`src/rtl/mag_cmp_pkg.sv`:
```
// Shared types and elaboration-time helpers for the pipelined magnitude comparator.
// Optional equality output is enabled in the top level by MAG_CMP_PIPE_EQU_EN.
package mag_cmp_pkg;

  // Widest group a single merge may reduce; SPLIT must not exceed this.
  localparam int MAX_SPLIT = 16;

  typedef struct packed {
    logic grt;
    logic lst;
  } cmp_t;

  function automatic int pow_int(input int base, input int exp);
    int r;
    r = 1;
    for (int i = 0; i < exp; i++) r = r * base;
    return r;
  endfunction

  function automatic int calc_levels(input int width, input int split);
    int lv;
    int span;
    lv   = 0;
    span = 1;
    while (span < width) begin
      span = span * split;
      lv++;
    end
    return (lv < 1) ? 1 : lv;
  endfunction

  // Number of (g,l) pairs in tree levels 0..k-1, leaf level included.
  function automatic int lvl_off(input int split, input int levels, input int k);
    int off;
    off = 0;
    for (int j = 0; j < k; j++) off = off + pow_int(split, levels - j);
    return off;
  endfunction

  // Highest-indexed group holding a decision wins; no decision merges to equal.
  function automatic cmp_t cmp_merge(input cmp_t [MAX_SPLIT-1:0] grp, input int n);
    cmp_t res;
    res = '0;
    for (int i = MAX_SPLIT - 1; i >= 0; i--) begin
      if (i < n && !(res.grt || res.lst)) res = grp[i];
    end
    return res;
  endfunction

endpackage

```
`src/rtl/mag_cmp_stage.sv`:
```
// One reduction-tree level of the magnitude comparator: merges SPLIT pairs per
// output group and registers the result together with valid and tag.
module mag_cmp_stage
  import mag_cmp_pkg::*;
#(
  parameter int SPLIT = 2,
  parameter int N_OUT = 1,
  parameter int TAG_W = 4
) (
  input  logic                     clk,
  input  logic                     rst_n,
  input  logic                     up_vld,
  output logic                     up_rdy,
  input  cmp_t [SPLIT*N_OUT-1:0]   up_cmp,
  input  logic [TAG_W-1:0]         up_tag,
  output logic                     vld,
  input  logic                     dn_rdy,
  output cmp_t [N_OUT-1:0]         cmp,
  output logic [TAG_W-1:0]         tag
);

  cmp_t [MAX_SPLIT-1:0] grp;
  cmp_t [N_OUT-1:0]     merged;

  assign up_rdy = ~vld | dn_rdy;

  always_comb begin
    grp    = '0;
    merged = '0;
    for (int j = 0; j < N_OUT; j++) begin
      grp = '0;
      for (int i = 0; i < SPLIT; i++) grp[i] = up_cmp[j*SPLIT + i];
      merged[j] = cmp_merge(grp, SPLIT);
    end
  end

  // Data only moves with a real transaction so the stage holds its last result.
  always_ff @(posedge clk or negedge rst_n) begin
    if (!rst_n) begin
      vld <= 1'b0;
      cmp <= '0;
      tag <= '0;
    end else if (up_rdy) begin
      vld <= up_vld;
      if (up_vld) begin
        cmp <= merged;
        tag <= up_tag;
      end
    end
  end

endmodule

```
`src/rtl/mag_cmp_pipe.sv`:
```
// Pipelined SPLIT-ary magnitude comparator with valid/ready flow control.
// Define MAG_CMP_PIPE_EQU_EN to add the registered out_equ port.
module mag_cmp_pipe
  import mag_cmp_pkg::*;
#(
  parameter int WIDTH = 8,
  parameter int SPLIT = 2,
  parameter int TAG_W = 4
) (
  input  logic             clk,
  input  logic             rst_n,
  input  logic             in_vld,
  output logic             in_rdy,
  input  logic             in_sgn,
  input  logic [WIDTH-1:0] in_val,
  input  logic [WIDTH-1:0] in_rfr,
  input  logic [TAG_W-1:0] in_tag,
  output logic             out_vld,
  input  logic             out_rdy,
  output logic             out_grt,
  output logic             out_lst,
  output logic [TAG_W-1:0] out_tag
`ifdef MAG_CMP_PIPE_EQU_EN
  ,
  output logic             out_equ
`endif
);

  localparam int LEVELS = calc_levels(WIDTH, SPLIT);
  localparam int NPAD   = pow_int(SPLIT, LEVELS);
  localparam int TOTAL  = lvl_off(SPLIT, LEVELS, LEVELS + 1) - NPAD;

  logic [WIDTH-1:0] sgn_mask;
  logic [NPAD-1:0]  val_pad;
  logic [NPAD-1:0]  rfr_pad;
  cmp_t [NPAD-1:0]  leaf;

  wire cmp_t [TOTAL-1:0]      lvl;
  wire [LEVELS:0]             vld;
  wire [LEVELS+1:1]           rdy;
  wire [LEVELS:0][TAG_W-1:0]  tags;

  // Flipping the sign bit maps two's-complement order onto unsigned order.
  always_comb begin
    sgn_mask           = '0;
    sgn_mask[WIDTH-1]  = in_sgn;
    val_pad            = NPAD'(in_val ^ sgn_mask);
    rfr_pad            = NPAD'(in_rfr ^ sgn_mask);
    leaf               = '0;
    for (int i = 0; i < NPAD; i++) begin
      leaf[i].grt = val_pad[i] & ~rfr_pad[i];
      leaf[i].lst = ~val_pad[i] & rfr_pad[i];
    end
  end

  assign vld[0]         = in_vld;
  assign tags[0]        = in_tag;
  assign rdy[LEVELS+1]  = out_rdy;

`ifdef MAG_CMP_PIPE_EQU_EN
  wire cmp_t [SPLIT-1:0] last_in;
`endif

  for (genvar k = 1; k <= LEVELS; k++) begin : g_stage
    localparam int IN_N    = pow_int(SPLIT, LEVELS - k + 1);
    localparam int OUT_N   = pow_int(SPLIT, LEVELS - k);
    localparam int OUT_OFF = lvl_off(SPLIT, LEVELS, k) - NPAD;

    wire cmp_t [IN_N-1:0] stg_in;

    if (k == 1) begin : g_first
      assign stg_in = leaf;
    end else begin : g_inner
      localparam int IN_OFF = lvl_off(SPLIT, LEVELS, k - 1) - NPAD;
      assign stg_in = lvl[IN_OFF +: IN_N];
    end

`ifdef MAG_CMP_PIPE_EQU_EN
    if (k == LEVELS) begin : g_last
      assign last_in = stg_in;
    end
`endif

    mag_cmp_stage #(
      .SPLIT (SPLIT),
      .N_OUT (OUT_N),
      .TAG_W (TAG_W)
    ) u_stage (
      .clk    (clk),
      .rst_n  (rst_n),
      .up_vld (vld[k-1]),
      .up_rdy (rdy[k]),
      .up_cmp (stg_in),
      .up_tag (tags[k-1]),
      .vld    (vld[k]),
      .dn_rdy (rdy[k+1]),
      .cmp    (lvl[OUT_OFF +: OUT_N]),
      .tag    (tags[k])
    );
  end

  assign in_rdy  = rdy[1];
  assign out_vld = vld[LEVELS];
  assign out_grt = lvl[TOTAL-1].grt;
  assign out_lst = lvl[TOTAL-1].lst;
  assign out_tag = tags[LEVELS];

`ifdef MAG_CMP_PIPE_EQU_EN
  logic equ_q;

  // Equal means no pair in the final group reached a decision.
  always_ff @(posedge clk or negedge rst_n) begin
    if (!rst_n) begin
      equ_q <= 1'b0;
    end else if (rdy[LEVELS] && vld[LEVELS-1]) begin
      equ_q <= ~|last_in;
    end
  end

  assign out_equ = equ_q;
`endif

endmodule

```
`config.mk`:
```
export PLATFORM = sky130hd
export DESIGN_NAME = mag_cmp_pipe
export DESIGN_NICKNAME = d
export VERILOG_FILES = /design/src/rtl/mag_cmp_pkg.sv /design/src/rtl/mag_cmp_stage.sv /design/src/rtl/mag_cmp_pipe.sv
export SDC_FILE = /design/constraint.sdc
export NUM_CORES = 1
export LEC_CHECK = 0
export CORE_ASPECT_RATIO = 0.6
export CORE_MARGIN = 5
export CORE_UTILIZATION = 50
export DETAILED_ROUTE_END_ITERATION = 10
export DONT_BUFFER_PORTS = 1
export SYNTH_ARGS = -nofsm -noshare
export SYNTH_HDL_FRONTEND = slang
export SYNTH_SLANG_ARGS = --single-unit
```
`constraint.sdc`:
```
create_clock -name clk -period 2.4 [get_ports clk]
set_clock_uncertainty 0.2 [all_clocks]
set_input_delay 0.36 -clock clk [delete_from_list [all_inputs] [get_ports clk]]
set_output_delay 0.36 -clock clk [all_outputs]
set_load 0.01 [all_outputs]
```
# Word-level counts from Yosys, hierarchy flattened
# Index checks and enable logic that the tools add are counted.
# classes
n_mux	7
bitwise_logic	40
reduce_logical	10
# ops
op	n
1-bit inverter	19
1-bit bitwise AND	16
8-bit bitwise XOR	2
2-bit two-way mux	7
1-bit logical OR	7
2-bit AND reduction	3
1-bit bitwise OR	3
# word_totals
reg_bits	29
in_bits	25
output_inout_bits	8
word_cells	77

# Depth between registers and ports, before layout
# Gate-level depths: netlist of the first run.
# depth
ltp_word	5
ltp_mapped	5
depth_no_buf	5

# Cells and area by module
# From an unflattened synthesis of the first run, not the netlist that was laid out.
# unflattened
hier_cells	122
area_unflattened_um2	1421.4
# by_module_without_submodules
mod	instances	cells_per_inst	area_per_inst_um2	seq_area_each_um2
mag_cmp_stage at g_stage[1].u_stage	1	51	579.3	325.3
mag_cmp_stage at g_stage[2].u_stage	1	32	410.4	225.2
mag_cmp_stage at g_stage[3].u_stage	1	21	311.5	175.2
mag_cmp_pipe	1	18	120.1	0.0

# Worst setup path after synthesis of the first run
# Ideal clock, no wire load.
# synth_timing
kind	input -> register
start	input port out_rdy
end	register g_stage[1].u_stage.cmp[4] in the netlist's numbering
setup_ps	125
arrival_time_ps	1197
required_time_ps	2075
path_slack_ps	878
stages	4
path_buffers	1
path_cell_list	nand4b_2 nand2_2 buf_12 mux2_4
# synth_via
elab_chain_len	4
# synth_rtl
item	line	text
from (decl)	mag_cmp_pipe.sv:19	input logic out_rdy,
1-bit bitwise OR (3 in series)	mag_cmp_stage.sv:25	assign up_rdy = ~vld | dn_rdy;
2-bit AND reduction (no line)	-	
to (signal assigned)	mag_cmp_stage.sv:46	cmp <= merged;
to (decl)	mag_cmp_stage.sv:18	output cmp_t [N_OUT-1:0] cmp,
# No other way between the ends.
# A chain may end at the register's enable or synchronous reset.

# Worst setup path in the final report of the first run
# layout_timing
start	register g_stage[3].u_stage.vld
end	register g_stage[1].u_stage.cmp[0] in the netlist's numbering
# layout_via
elab_chain_len	5
# layout_rtl
item	line	text
from (decl)	mag_cmp_stage.sv:16	output logic vld,
from (signal assigned)	mag_cmp_stage.sv:44	vld <= up_vld;
1-bit inverter	mag_cmp_stage.sv:25	
1-bit bitwise OR (3 in series)	mag_cmp_stage.sv:25	
via in_rdy	mag_cmp_pipe.sv:13	output logic in_rdy,
2-bit AND reduction (no line)	-	
# The timed path passes the listed nets, and every way through them passes these cells.

==> results of run 1 <==
[per-stage QoR]
step	util, %	instance area (um2)	setup slack [ns]
floorplan	-	1460	0.8777
global placement	52.67	1493	0.7018
detailed placement	52.67	1493	0.6388
CTS	58.81	1667	0.6218
global route	58.81	1667	0.5844
finish	58.81	1667	0.6357
[area by class of cell]
class                      instances  area, um2  area share, %
inverter                          21      78.83          4.730
sequential                        29      725.7          43.54
clock buffer                       5      68.82          4.129
timing repair buffer               3      40.04          2.402
tap                               42      52.55          3.153
multi-input combinational         67      635.6          38.14
clock inverter                     3      65.06          3.904
[power groups by stage]
stage                     combinational, mW  clock [mW]  sequential (mW)
after detailed placement              0.249           0            0.724
after global placement                0.240           0            0.720
after CTS                             0.269       0.609            0.716
final                                 0.263       0.596            0.713
after floorplan                       0.222           0            0.700
after global routing                  0.297       0.635            0.727
[per-layer routing]
metal | GRT usage (%) | share of wire (%) | vias up
li1 | - | - | 413
met5 | 0 | 0 | -
met3 | 6.228 | 5.7 | 2
met1 | 15.99 | 46 | 416
met2 | 20.64 | 48 | 21
met4 | 5.056 | 0.41 | 0
[path summary, 6_finish.rpt]
kind,startpoint,to,slack [ns],cells after the start
setup / recovery,g_stage[3].u_stage.vld,g_stage[1].u_stage.cmp[0],0.64,3
hold / removal,in_tag[1],g_stage[1].u_stage.tag[1],0.02,1
setup reg to reg,g_stage[3].u_stage.vld,g_stage[1].u_stage.cmp[0],0.64,3
hold reg to reg,g_stage[2].u_stage.tag[0],g_stage[3].u_stage.tag[0],0.30,1
max in group asynchronous,rst_n,g_stage[1].u_stage.cmp[2],1.52,2
min in group asynchronous,rst_n,g_stage[2].u_stage.tag[1],0.32,2
[sequential cells by signal, indices dropped and copies added (netlist names)]
name / cells
g_stage.u_stage.cmp: 14
g_stage.u_stage.tag: 12
g_stage.u_stage.vld: 3
[kinds of logic after synthesis]
family | Yosys count
XOR/XNOR | 2
adder cells (fa/ha/maj) | 8
AND/OR/NAND/NOR | 14
AO/OA/AOI/OAI | 14
flip-flops | 29
multiplexers | 29
buffers and inverters | 22
[synth_stat cells]
master	n
ha_1	8
dfrtp_1	29
buf_12	1
inv_1	20
mux2_4	6
o21bai_1	1
mux2_2	11
nand4b_2	1
nand2b_1	1
xor2_1	2
nand2b_2	1
nand2_2	1
o21ai_4	1
mux2i_1	12
nand3b_1	4
a31oi_1	1
a21oi_1	6
nor2b_1	4
o21ai_0	5
nand2_1	2
inv_2	1
[worst reg2reg max path, cell delays in order, from the launching register on]
cell,delay [ns]
dfrtp_1,0.45
nand4b_2,0.23
nand2_2,0.38
mux2_2,0.39
==> results.toml, run 1 <==
[clocking]
postCtsSetupRepairBufs = 0
clk_pin_slew_ns = 0.07
root_buffer = "clkbuf_8"
clkSinkCount = 29
clk_latency_ns = 0.28
ctsResizeCount = 0
cts.hold.buffers_added = 3
cts_buffer_depth = 2
cts_tree = "built"
cts_buffers = 5
h-tree-depth = 2

[critical_path]
crit_fanout = 12
slowest_delay_ns = 0.45
end_kind = "flip-flop"
cp_cell_sequence = "nand4b_2, nand2_2, mux2_2"
slowest_stage = "dfrtp_1"
required_ns = 2.36
path_class = "flip-flop to flip-flop"
cp.arrival_ns = 1.72
worstSetupStartpointType = "flip-flop"
cp_num_buf_inv = 0
cpLargestDelayFamily = "simple AND/OR/NAND/NOR gates"

[global_routing]
grt_pass1_wl_um = 4064
grtUsageTotal_pct = 13.22
antenna_found_initial = 0
grt_overflow = 0
grt_pass1_vias = 883
grt_max_degree = 30

[synthesis]
synth_compound_area_share_pct = 5.827
yosysTopAreaCell = "dfrtp_1"
synthTopCellsByArea = "dfrtp_1, mux2_2, mux2i_1, ha_1, mux2_4"
yosys_register_bits = 29
muxShareOfSynthArea_pct = 22.88
synthSimpleGateAreaFrac_pct = 6.769
yosysSeqAreaShare_pct = 49.70
netlist_instances = 118
synth_top_family_by_area = "multiplexers"
synth_warnings = 0
synthXorXnorAreaFrac_pct = 1.200
synth_fa_ha_area_share_pct = 6.855
syn-num-nets = 151
synth_area_um2 = 1460
postSynthAreaPerCell_um2 = 12.37
synth_cell_types = 21
synth_top_area_share_pct = 49.70

[die]
initial_core_util_pct = 51.52
die_y_um = 51.86
rows = 15
num_io_pins = 33
die_w_um = 79.77
die_area_um2 = 4137
fp.coreArea_um2 = 2834

[pwr]
swShare_pct = 25.26
power_mw = 1.572
power_density_nw_per_um2 = 943.3
power_frac_seq_pct = 45.3
combPwrFrac_pct = 16.8
power_leakage_nw = 0.8223
switchingPower_uw = 397.1
vdd_ir_drop_max_v = 0.0003840
clkPwrFrac_pct = 37.9
internal_power_mw = 1.175

[cells_and_area]
final_nets = 160
mostFrequentLayoutCells = "dfrtp_1, inv_1, mux2i_1"
fin_cells = 170
antenna_cells = 0
mostFrequentLayoutCell = "dfrtp_1"
fillerInstances = 238
drive_above_1_share_pct = 24.22
area_delta_synth_final_pct = 14.14

[placed_design]
gp_congestion = 0.6751
dp.cells = 159
hpwlAfterDp_um = 1767
port_buffers = 0

[timing]
hold_ws_ns = 0.02432
period_needed_ns = 1.764
fin_crit_sh_pct = 73.51
slew_headroom_pct = 73.53
rsz0062_at_grt = "false"
finalSetupTns_ns = 0
setup_viol = 0
hold_violations = 0
drv_slew = 0
max_freq_ghz = 0.5668
worst_pin_slew_ns = 0.3956

[detailed_routing]
antenna_left = 0
wirelength_um = 2413
vias = 852
wl_per_cell_um = 14.19
drc = 0
drt_pre_antenna_iters = 4
vias_per_cell = 5.012
drtIter0Drc = 44

[outcome]
status = "finished clean"

[flow_run]
max_cap_viol_count = 0

[min_path]
hp-class = "primary input to flip-flop"
Power figures use the tool's default switching activity.
==> run 2, diff against run 1 <==
PLACE_DENSITY = 0.68   (was default)
clock period = 1.5 ns   (was 2.4 ns; I/O delays follow)
==> run 2 against run 1 <==
Compared with the run above:
- routed wire length grew 2.6%
- design area grew 4.2%
- maximum frequency grew 21%
- clock-buffer cell count grew 2
- non-clock buffer count grew 9
- setup slack lost 0.60 ns
- critical endpoint is now g_stage[2].u_stage.tag[2]
- the run now ends with negative hold slack left
- sequential share of layout area shrank 1.6 points
- via count grew 2.6%
- clock power grew 16%
- final cell count grew 5.3%
- critical path depth is the same
- sequential power grew 60%
==> results.toml, run 2 (synthesis results as in run 1) <==
[clocking]
clk_latency_ns = 0.28
clk_pin_slew_ns = 0.06
clkSinkCount = 29
root_buffer = "clkbuf_8"
cts_buffers = 5
cts_buffer_depth = 2
postCtsSetupRepairBufs = 0
h-tree-depth = 2
cts.hold.buffers_added = 7
cts_tree = "built"

[timing]
fin_crit_sh_pct = 97.38
max_freq_ghz = 0.6846
hold_ws_ns = -0.004412
worst_pin_slew_ns = 0.2419
period_needed_ns = 1.461
slew_headroom_pct = 83.70
rsz0062_at_grt = "false"
hold_violations = 1
setup_viol = 0
drv_slew = 0

[die]
num_io_pins = 33
initial_core_util_pct = 51.52
die_w_um = 79.77
die_area_um2 = 4137
fp.coreArea_um2 = 2834
die_y_um = 51.86
rows = 15

[cells_and_area]
final_nets = 169
antenna_cells = 0
mostFrequentLayoutCell = "dfrtp_1"
largest-register = "g_stage.u_stage.cmp"
postLayoutCellArea_um2 = 1737
largest_reg_flops = 14
largest_registers = "g_stage.u_stage.cmp x14, g_stage.u_stage.tag x12, g_stage.u_stage.vld x3"
drive_above_1_share_pct = 27.74
mostFrequentLayoutCells = "dfrtp_1, inv_1, mux2i_1"
area_delta_synth_final_pct = 18.94

[global_routing]
grt_pass1_wl_um = 4229
grt_max_degree = 30
grt_pass1_vias = 969
grtUsageTotal_pct = 13.60
antenna_found_initial = 0
grt_overflow = 0

[placed_design]
place_area_um2 = 1530
gp_congestion = 0.7279
port_buffers = 0
hpwlAfterDp_um = 1853

[critical_path]
cp_cell_sequence = "nand2b_4, o21ai_4, mux2_2"
path_class = "flip-flop to flip-flop"
slowest_stage = "dfrtp_2"
required_ns = 1.46
slowest_delay_ns = 0.42
cp.arrival_ns = 1.42
crit_fanout = 6
cpLargestDelayFamily = "flip-flops"
end_kind = "flip-flop"
worstSetupStartpointType = "flip-flop"
cp_num_buf_inv = 0

[detailed_routing]
vias_per_cell = 4.883
antenna_left = 0
wl_per_cell_um = 13.83
wirelength_um = 2475
drtIter0Drc = 14
drt_pre_antenna_iters = 3
vias = 874
drc = 0

[pwr]
vdd_ir_drop_max_v = 0.0004575
power_density_nw_per_um2 = 1327
power_mw = 2.305
power_leakage_nw = 0.8630

[min_path]
hp-class = "primary input to flip-flop"

[outcome]
violations = "negative hold slack"
status = "finished, violations left"

[flow_run]
max_cap_viol_count = 0
-- run 2: cell count changes in the layout (fill, tap and decap cells not counted) --
cell | previous run | this run
clkbuf_8 | 5 | 7
dlygate4sd3_1 | 2 | 6
nand2_2 | 1 | 0
dfrtp_2 | 0 | 2
nand4b_2 | 1 | 0
nand4b_4 | 0 | 1
bufinv_16 | 2 | 0
dfrtp_1 | 29 | 27
nand2b_2 | 1 | 0
nand2b_4 | 0 | 1
buf_6 | 0 | 1
nand2_4 | 0 | 1
buf_4 | 0 | 4
-- run 2: per-layer routing --
metal	part of all wire (%)	global-route usage [%]	vias to the layer above	routed length [um]
met1	46	16.34	416	1133
li1	-	-	430	-
met5	0	0	-	0
met4	1.9	5.056	0	48
met2	46	22.44	23	1139
met3	6.2	5.190	5	153
-- run 2: report_power, final --
part,switching [mW],total [mW],leakage (nW),internal [mW]
clock,0.276,0.690,0.0542,0.413
sequential,0.153,1.14,0.345,0.989
combinational,0.212,0.473,0.464,0.261
-- run 2: cell type report --
| class | count | area, um2 |
|---|---|---|
| clock buffers | 7 | 96.34 |
| fillers | 226 | 1097 |
| multi-input cells | 67 | 654.4 |
| well taps | 42 | 52.55 |
| inverters | 21 | 78.83 |
| repair buffers | 12 | 121.4 |
| clock inverters | 1 | 5.005 |
| flip-flops and latches | 29 | 728.2 |
-- run 2: per-stage QoR --
step / util [%] / cells / setup TNS (ns) / setup WS (ns) / hold WS, ns
detailed placement: 54.00 / 164 / -0.2739 / -0.05957 / -0.2701
global route: 61.28 / 179 / 0 / 0.01564 / -0.009968
CTS: 60.62 / 179 / 0 / 0.02381 / 0.01691
finish: 61.28 / 179 / 0 / 0.03933 / -0.004412
floorplan: - / 118 / -0.07700 / -0.01283 / -0.2706
global placement: 54.00 / 164 / 0 / 0.01083 / -0.2699
-- run 2: path summary, 6_finish.rpt --
| check | startpoint | end | slack [ns] | depth (start not counted) |
|---|---|---|---|---|
| worst max-delay path | g_stage[3].u_stage.vld | g_stage[2].u_stage.tag[2] | 0.04 | 3 |
| worst min register to register | g_stage[2].u_stage.tag[0] | g_stage[3].u_stage.tag[0] | 0.30 | 1 |
| worst max register to register | g_stage[3].u_stage.vld | g_stage[2].u_stage.tag[2] | 0.04 | 3 |
| min in group asynchronous | rst_n | g_stage[3].u_stage.tag[0] | 0.19 | 2 |
| max in group asynchronous | rst_n | g_stage[2].u_stage.vld | 0.74 | 2 |
| worst min-delay path | out_rdy | g_stage[3].u_stage.vld | -0.004 | 2 |
-- run 2: timing repair --
action                     4_1_cts  5_1_grt
gates cloned                     0        0
pin swaps                        0        2
hold endpoints to repair        34        1
resized for setup                2        4
setup endpoints to repair       12        6
-- run 2: worst reg2reg max path: stages, from the launching register on --
cell      delay [ns]
dfrtp_2         0.42
nand2b_4        0.10
o21ai_4         0.26
mux2_2          0.37
